`src/rtl/mac_pkg.sv`:
```
// Shared constants and types for the MAC receive/transmit paths.
package mac_pkg;

    localparam logic [7:0]  PREAMBLE_DATA  = 8'h55;
    localparam logic [7:0]  SFD_DATA       = 8'hD5;
    localparam logic [31:0] CRC_INIT       = 32'hFFFF_FFFF;
    localparam logic [31:0] CRC_RESIDUE    = 32'hDEBB_20E3;
    localparam logic [31:0] CRC_POLY       = 32'hEDB8_8320;
    localparam logic [47:0] BROADCAST_ADDR = 48'hFFFF_FFFF_FFFF;
    localparam int          LEN_W          = 11;
    localparam int          DLY_DEPTH      = 5;

    typedef enum logic [1:0] {
        IDLE,
        PREAMBLE,
        DATA,
        DROP
    } rx_state_t;

endpackage

```
`src/rtl/mac_crc32_d8.sv`:
```
// Byte-wide Ethernet CRC-32 update (reflected, LSB first), shared by RX and TX.
module mac_crc32_d8
    import mac_pkg::*;
(
    input  logic [31:0] crc_in,
    input  logic [7:0]  data,
    output logic [31:0] crc_out
);

    always_comb begin
        crc_out = crc_in;
        for (int i = 0; i < 8; i++) begin
            crc_out = (crc_out >> 1) ^ ((crc_out[0] ^ data[i]) ? CRC_POLY : 32'h0);
        end
    end

endmodule

```
`src/rtl/mac_decap.sv`:
```
// GMII receive decapsulator: strips preamble/SFD/FCS, checks CRC/length/errors, filters DA.
//   state    | meaning
//   IDLE     | waiting for rxdv
//   PREAMBLE | receiving 0x55 bytes, waiting for SFD
//   DATA     | frame bytes DA..FCS, delay line feeding output
//   DROP     | discarding until rxdv drops
module mac_decap
    import mac_pkg::*;
#(
    parameter int MIN_FRAME_LENGTH = 64,
    parameter int MAX_FRAME_LENGTH = 1518
) (
    input  logic        clk,
    input  logic        reset,
    input  logic        rx_ce,
    input  logic [7:0]  gmii_rxd,
    input  logic        gmii_rxdv,
    input  logic        gmii_rxer,
    input  logic [47:0] mac_address,
    input  logic        promiscuous,
    output logic [7:0]  m_tdata,
    output logic        m_tvalid,
    output logic        m_tlast,
    output logic        m_tuser,
    output logic        frame_good,
    output logic        frame_bad,
    output logic        frame_dropped
);

    localparam logic [LEN_W-1:0] LEN_MAX = '1;
    localparam logic [LEN_W-1:0] LEN_MIN_FRAME = LEN_W'(MIN_FRAME_LENGTH);
    localparam logic [LEN_W-1:0] LEN_MAX_FRAME = LEN_W'(MAX_FRAME_LENGTH);

    rx_state_t                       state, state_next;
    logic [LEN_W-1:0]                len;
    logic [DLY_DEPTH-1:0][7:0]       dly;
    logic [31:0]                     crc, crc_next;
    logic                            rxer_seen;
    logic                            addr_ok;
    logic                            addr_pass;
    logic                            deliver;
    logic                            frame_is_bad;
    logic [47:0]                     da;

    mac_crc32_d8 u_crc (
        .crc_in  (crc),
        .data    (gmii_rxd),
        .crc_out (crc_next)
    );

    always_ff @(posedge clk) begin
        if (reset) state <= IDLE;
        else       state <= state_next;
    end

    always_comb begin
        state_next = state;
        if (rx_ce) begin
            case (state)
                IDLE: begin
                    if (gmii_rxdv) begin
                        if (gmii_rxd == PREAMBLE_DATA) state_next = PREAMBLE;
                        else if (gmii_rxd == SFD_DATA) state_next = DATA;
                        else                           state_next = DROP;
                    end
                end
                PREAMBLE: begin
                    if (!gmii_rxdv)                     state_next = IDLE;
                    else if (gmii_rxer)                 state_next = DROP;
                    else if (gmii_rxd == PREAMBLE_DATA) state_next = PREAMBLE;
                    else if (gmii_rxd == SFD_DATA)      state_next = DATA;
                    else                                state_next = DROP;
                end
                DATA:    if (!gmii_rxdv) state_next = IDLE;
                DROP:    if (!gmii_rxdv) state_next = IDLE;
                default: state_next = IDLE;
            endcase
        end
    end

    // DA is complete when byte 5 arrives: bytes 0..4 sit in the delay line, byte 0 oldest.
    always_comb begin
        da           = {dly, gmii_rxd};
        addr_pass    = (da == mac_address) || (da == BROADCAST_ADDR) || dly[4][0] || promiscuous;
        deliver      = (len == LEN_W'(5)) ? addr_pass : addr_ok;
        frame_is_bad = (crc != CRC_RESIDUE) || rxer_seen ||
                       (len < LEN_MIN_FRAME) || (len > LEN_MAX_FRAME);
    end

    always_ff @(posedge clk) begin
        if (reset) begin
            len           <= '0;
            dly           <= '0;
            crc           <= CRC_INIT;
            rxer_seen     <= 1'b0;
            addr_ok       <= 1'b0;
            m_tdata       <= '0;
            m_tvalid      <= 1'b0;
            m_tlast       <= 1'b0;
            m_tuser       <= 1'b0;
            frame_good    <= 1'b0;
            frame_bad     <= 1'b0;
            frame_dropped <= 1'b0;
        end else begin
            m_tvalid      <= 1'b0;
            m_tlast       <= 1'b0;
            m_tuser       <= 1'b0;
            frame_good    <= 1'b0;
            frame_bad     <= 1'b0;
            frame_dropped <= 1'b0;
            if (rx_ce) begin
                if (state != DATA && state_next == DATA) begin
                    len       <= '0;
                    crc       <= CRC_INIT;
                    rxer_seen <= 1'b0;
                    addr_ok   <= 1'b0;
                end else if (state == DATA && gmii_rxdv) begin
                    crc <= crc_next;
                    dly <= {dly[DLY_DEPTH-2:0], gmii_rxd};
                    if (len != LEN_MAX) len <= len + LEN_W'(1);
                    if (gmii_rxer) rxer_seen <= 1'b1;
                    if (len == LEN_W'(5)) addr_ok <= addr_pass;
                    if (len >= LEN_W'(5) && deliver) begin
                        m_tdata  <= dly[4];
                        m_tvalid <= 1'b1;
                    end
                end else if (state == DATA) begin
                    // rxdv dropped: the oldest held byte is the last non-FCS byte
                    if (len < LEN_W'(6) || !addr_ok) begin
                        frame_dropped <= 1'b1;
                    end else begin
                        m_tdata    <= dly[4];
                        m_tvalid   <= 1'b1;
                        m_tlast    <= 1'b1;
                        m_tuser    <= frame_is_bad;
                        frame_good <= !frame_is_bad;
                        frame_bad  <= frame_is_bad;
                    end
                end
            end
        end
    end

endmodule

```
`config.mk`:
```
export PLATFORM = sky130hd
export DESIGN_NAME = mac_decap
export DESIGN_NICKNAME = d
export VERILOG_FILES = /design/src/rtl/mac_pkg.sv /design/src/rtl/mac_crc32_d8.sv /design/src/rtl/mac_decap.sv
export SDC_FILE = /design/constraint.sdc
export NUM_CORES = 1
export LEC_CHECK = 0
export BUFFER_PORTS_ARGS = -buffer_cell sky130_fd_sc_hd__clkbuf_2
export CAP_MARGIN = 5
export CORE_MARGIN = 3
export CORE_UTILIZATION = 45
export CTS_CLUSTER_SIZE = 14
export DETAILED_ROUTE_END_ITERATION = 7
export PLACE_DENSITY = 0.65
export SKIP_LAST_GASP = 1
export SLEW_MARGIN = 20
export SYNTH_ARGS = -nofsm -noshare
export SYNTH_HDL_FRONTEND = slang
export SYNTH_SLANG_ARGS = --single-unit
```
`constraint.sdc`:
```
create_clock -name clk -period 5.5 [get_ports clk]
set_input_delay 1.1 -clock clk [delete_from_list [all_inputs] [get_ports clk]]
set_output_delay 1.1 -clock clk [all_outputs]
set_load 0.005 [all_outputs]
```
==> results of run 1 <==
-- cell usage after synthesis (6+ instances only) --
library cell  count  area share [%]
clkbuf_1         30             2.2
a21oi_1          46             4.4
or3_1            11             1.3
nand3_1           7            0.67
dfxtp_1         100              38
o221ai_1          8             1.3
xor2_1           70              12
o211ai_1         21             3.0
o21ai_0           8            0.77
nand2_1         126             9.1
nor4_1           15             1.8
xnor2_1          49             8.2
nor2b_1           6            0.72
nor3_1           15             1.4
nor2_1           24             1.7
nand4_1           6            0.72
o2111ai_1         9             1.5
-- worst max-delay path: stages --
cell and delay, ps:
clkbuf_2 80, xor2_1 140, nor4_1 460, nand4_1 300, nor4_4 790, o2111ai_1 220, o221ai_1 120
-- cells by family (layout without fill, tap and decap cells) --
kind of cell             after synthesis  after routing  share of synthesized area, %
AND/OR/NAND/NOR                      242            242                          23.3
XOR/XNOR                             123            123                          21.2
AO/OA/AOI/OAI                        111            111                          13.7
flip-flops                           100            100                          38.3
buffers and inverters                 36             99                          2.83
adder cells (fa/ha/maj)                2              2                         0.479
multiplexers                           1              1                         0.192
-- worst paths after layout --
kind	from	endpoint	slack [ps]	cells after the start
hold / removal	da[42]	da[42]	480	2
setup reg to reg	len[4]	m_tdata[0]	2910	6
setup / recovery	mac_address[21]	m_tdata[0]	2550	7
hold reg to reg	da[42]	da[42]	480	2
-- sequential cells by signal, summed over array words and instances (netlist names) --
name,count
addr_ok,1
frame_good,1
crc,32
m_tlast,1
frame_dropped,1
m_tvalid,1
len,11
frame_bad,1
rxer_seen,1
da,40
m_tdata,8
state,2
-- per-layer routing --
| layer | global-route usage (%) | routed length [um] | up-vias |
|---|---|---|---|
| met5 | 0 | 0 | - |
| met4 | 3.69 | 129 | 0 |
| met3 | 5.04 | 741 | 11 |
| met2 | 34.3 | 6360 | 110 |
| met1 | 30.9 | 6560 | 2107 |
| li1 | - | - | 2248 |
-- through the flow --
stage | instance area, um2 | cells
after CTS | 6040 | 818
after detailed placement | 5700 | 802
after floorplan | 5230 | 615
after global routing | 6040 | 818
final | 6040 | 818
after global placement | 5680 | 801
-- report_power, final --
part	leakage, nW	internal, mW	switching (mW)
Sequential	0.809	0.734	0.0116
Combinational	1.44	0.108	0.144
Clock	0.160	0.415	0.290
Total	2.41	1.26	0.445
-- layout make-up --
type / count / area, um2 / area share [%]
clock buffer: 10 / 239 / 3.96
clock inverter: 6 / 93.8 / 1.55
inverter: 3 / 11.3 / 0.186
multi-input combinational: 479 / 3090 / 51.1
sequential: 100 / 2000 / 33.1
tap: 140 / 175 / 2.90
timing repair buffer: 80 / 433 / 7.17
==> impl_metrics.toml, run 1 <==
[timing]
drv_slew = 0
rsz0062_at_grt = "false"
setup_tns_ps = 0
timing.final.ws_setup_ps = 2550
slew_headroom_pct = 35.9
fmax_mhz = 339
finalSetupViolCount = 0
worst_pin_slew_ps = 957
period_share_pct = 53.6
hold_viol = 0
skew_ps = 7.82
timing.hold.ws_ps = 480
fin_crit_ps = 2950

[logic_synthesis]
yosysWarnings = 0
synth_cells = 615
syn_area_mm2 = 0.00523
synthArstFlopShare_pct = 0
ys_seq_elements = 100
synth-edff-count = 0
yosysUniqueCellTypes = 53
synthesis.nets = 679
synthFlopType = "dfxtp_1"
seq_area_frac_synth_pct = 38.3
avgSynthCellArea_um2 = 8.50

[routing]
antenna_left = 0
drc = 0
drt-initial-drc-count = 408
dr_total_vias = 4476
avgRoutedWirePerCell_um = 16.9
wl_mm = 13.8
viasPerCell = 5.47
dr.pass1.iters = 5

[cts]
postCtsSetupBuffers = 0
cts_tree = "yes"
cts_resized = 0
path_clk_slew_ps = 70
ctsRootBufferMaster = "clkbuf_16"
cts-buffers-inserted = 9
cts-htree-levels = 3
hold_buffers = 0
cts_max_path_buffers = 2
cts_sinks = 100
clock_latency_ps = 350

[pwr]
powerDensity_mw_per_mm2 = 282
p_leak_nw = 2.41
p_total_mw = 1.70
ir_worst_vdd_uv = 197

[place]
port_buffers = 75
gp_congestion = 0.905
place_ws_ps = 2110
hpwl_mm = 10.1

[run_status]
status = "finished clean"

[setup_path]
critPathMaxFanout = 17
cp.arrival_ps = 3210
crit_path_start_kind = "primary input"
end_kind = "flip-flop"
required_ps = 5770
crit_type = "primary input to flip-flop"

[finish]
n_antenna_cell = 0
postLayoutCoreUtil_pct = 54.5
final_nets = 737
mostFrequentLayoutCell = "nand2_1"
drive_above_1_share_pct = 16.1
final_cell_mix = "nand2_1, dfxtp_1, clkbuf_2"
fill_cells = 1067
syn2layout_area_growth_pct = 15.6

[floorplanning]
dieArea_mm2 = 0.0129
rows = 38
core_area_mm2 = 0.0111
die_h_um = 114
initial_core_util_pct = 47.2
die_w_um = 114
ios = 76

[global_routing]
first_global_vias = 4213
grt_max_degree = 94
grt_pass1_wl_mm = 22.4
overflow = 0
grt_usage_pct = 21.7
antenna_found_initial = 0

[flow_run]
maxCapViolCount = 0

[min_path]
min_path_type = "flip-flop to flip-flop"
Note: power is estimated with default switching activity, not from simulation.
==> inputs of run 2 (changes only) <==
- PLACE_DENSITY: 0.65 -> 0.68
- clock period: 5.5 -> 2.46 ns (I/O delays scaled with it)
==> run 2 against run 1 <==
Cell count increased by 2.2%. Core utilization grew 1.0 points. Sequential share of layout area decreased by 0.62 points. Power grew 120%. First-iteration DRC count shrank 32%. Global-route usage grew 0.32 points. Critical path depth increased by 1.
==> impl_metrics.toml, run 2 (synthesis results as in run 1) <==
[run_status]
status = "finished clean"

[cts]
cts_sinks = 100
path_clk_slew_ps = 70
ctsRootBufferMaster = "clkbuf_16"
cts_tree = "yes"
hold_buffers = 0
postCtsSetupBuffers = 0
cts_max_path_buffers = 2
cts-htree-levels = 3
clock_latency_ps = 340
cts-buffers-inserted = 9

[setup_path]
crit_type = "flip-flop to flip-flop"
r2r-start = "len[1]"
end_kind = "flip-flop"
critical-path-max-stage-delay_ps = 430
cpMaxStageDelayCell = "dfxtp_1"
crit_family = "simple AND/OR/NAND/NOR gates"
cp.arrival_ps = 2450
required_ps = 2670
critPathMaxFanout = 9
startpoint = "len[1]"
crit_buf_inv = 1
path_cells = "inv_1 > ha_1 > o31ai_1 > nand3_1 > and4bb_1 > or2_1 > o2111ai_1 > o221ai_1"
crit_path_start_kind = "flip-flop"
rrSetupSlack_ps = 220

[floorplanning]
rows = 38
die_h_um = 114
dieArea_mm2 = 0.0129
core_area_mm2 = 0.0111
die_w_um = 114
initial_core_util_pct = 47.2
ios = 76

[finish]
mostFrequentLayoutCell = "nand2_1"
n_antenna_cell = 0
final_cell_mix = "nand2_1, dfxtp_1, clkbuf_2"
largest_reg_flops = 40
syn2layout_area_growth_pct = 17.8
final_nets = 755
drive_above_1_share_pct = 18.2
postLayoutCoreUtil_pct = 55.6

[global_routing]
antenna_found_initial = 0
grt_pass1_wl_mm = 22.9
overflow = 0
grt_usage_pct = 22.0
grt_max_degree = 94
first_global_vias = 4558

[timing]
skew_ps = 6.25
worst_pin_slew_ps = 694
period_share_pct = 90.9
timing.hold.ws_ps = 436
hold_viol = 0
finalSetupViolCount = 0
rsz0062_at_grt = "false"
fin_crit_ps = 2240
setup_tns_ps = 0
slew_headroom_pct = 53.4
fmax_mhz = 447
drv_slew = 0

[pwr]
pwr-share-comb_pct = 16.5
powerDensity_mw_per_mm2 = 599
pwr-share-clk_pct = 38.2
seqPwrFrac_pct = 45.2
p_sw_share_pct = 26.8
p_leak_nw = 2.48
p_int_mw = 2.70
ir_worst_vdd_uv = 410
netSwitchingPower_mw = 0.987

[routing]
viasPerCell = 5.53
drc = 0
antenna_left = 0
avgRoutedWirePerCell_um = 16.5
dr.pass1.iters = 4
drt-initial-drc-count = 277
dr_total_vias = 4620
wl_mm = 13.8

[min_path]
min_path_type = "primary input to flip-flop"
hold_start = "gmii_rxd[3]"

[flow_run]
maxCapViolCount = 0

[place]
gp_congestion = 0.912
hpwl_mm = 10.2
port_buffers = 75
==> run 2: tightest hold or removal path: stages <==
cell	delay [ps]
clkbuf_2	130
nand2_1	70
a21oi_1	50
==> run 2: area by class of cell <==
class                   count  area [um2]
clock inverters             7        67.6
flip-flops and latches    100        2000
repair buffers             98         586
well taps                 140         175
inverters                   3        11.3
multi-input cells         479        3090
fillers                  1063        4920
clock buffers               9         225
==> run 2: path summary, 6_finish.rpt <==
check	end	cells after the start
max reg2reg	m_tdata[2]	8
min	da[11]	3
max	m_tdata[2]	8
min reg2reg	da[22]	2
==> run 2: through the flow <==
stage	instance area, um2	power, mW	instances	setup slack (ps)
floorplan	5230	2.10	615	342
global placement	5860	2.30	820	288
detailed placement	5860	2.30	820	208
CTS	6150	3.71	836	236
global route	6160	3.82	836	21.2
finish	6160	3.69	836	223
==> run 2: layer usage <==
layer	vias up	routed length [um]	global-route usage (%)
met4	0	284	6.41
met2	139	6390	35.1
li1	2290	-	-
met3	24	741	4.40
met1	2167	6400	30.4
met5	-	0	0
==> run 2: power groups by stage <==
stage	sequential, mW	combinational, mW	clock, mW
2_1_floorplan	1.70	0.401	0
3_3_place_gp	1.70	0.592	0
3_5_place_dp	1.70	0.601	0
4_1_cts	1.67	0.607	1.43
5_1_grt	1.67	0.665	1.49
6_report	1.67	0.608	1.41
==> run 2: repair_timing <==
action                                 4_1_cts  5_1_grt
setup endpoints to repair                    0        4
resized for setup                            0        1
endpoints found under the hold margin        0        0
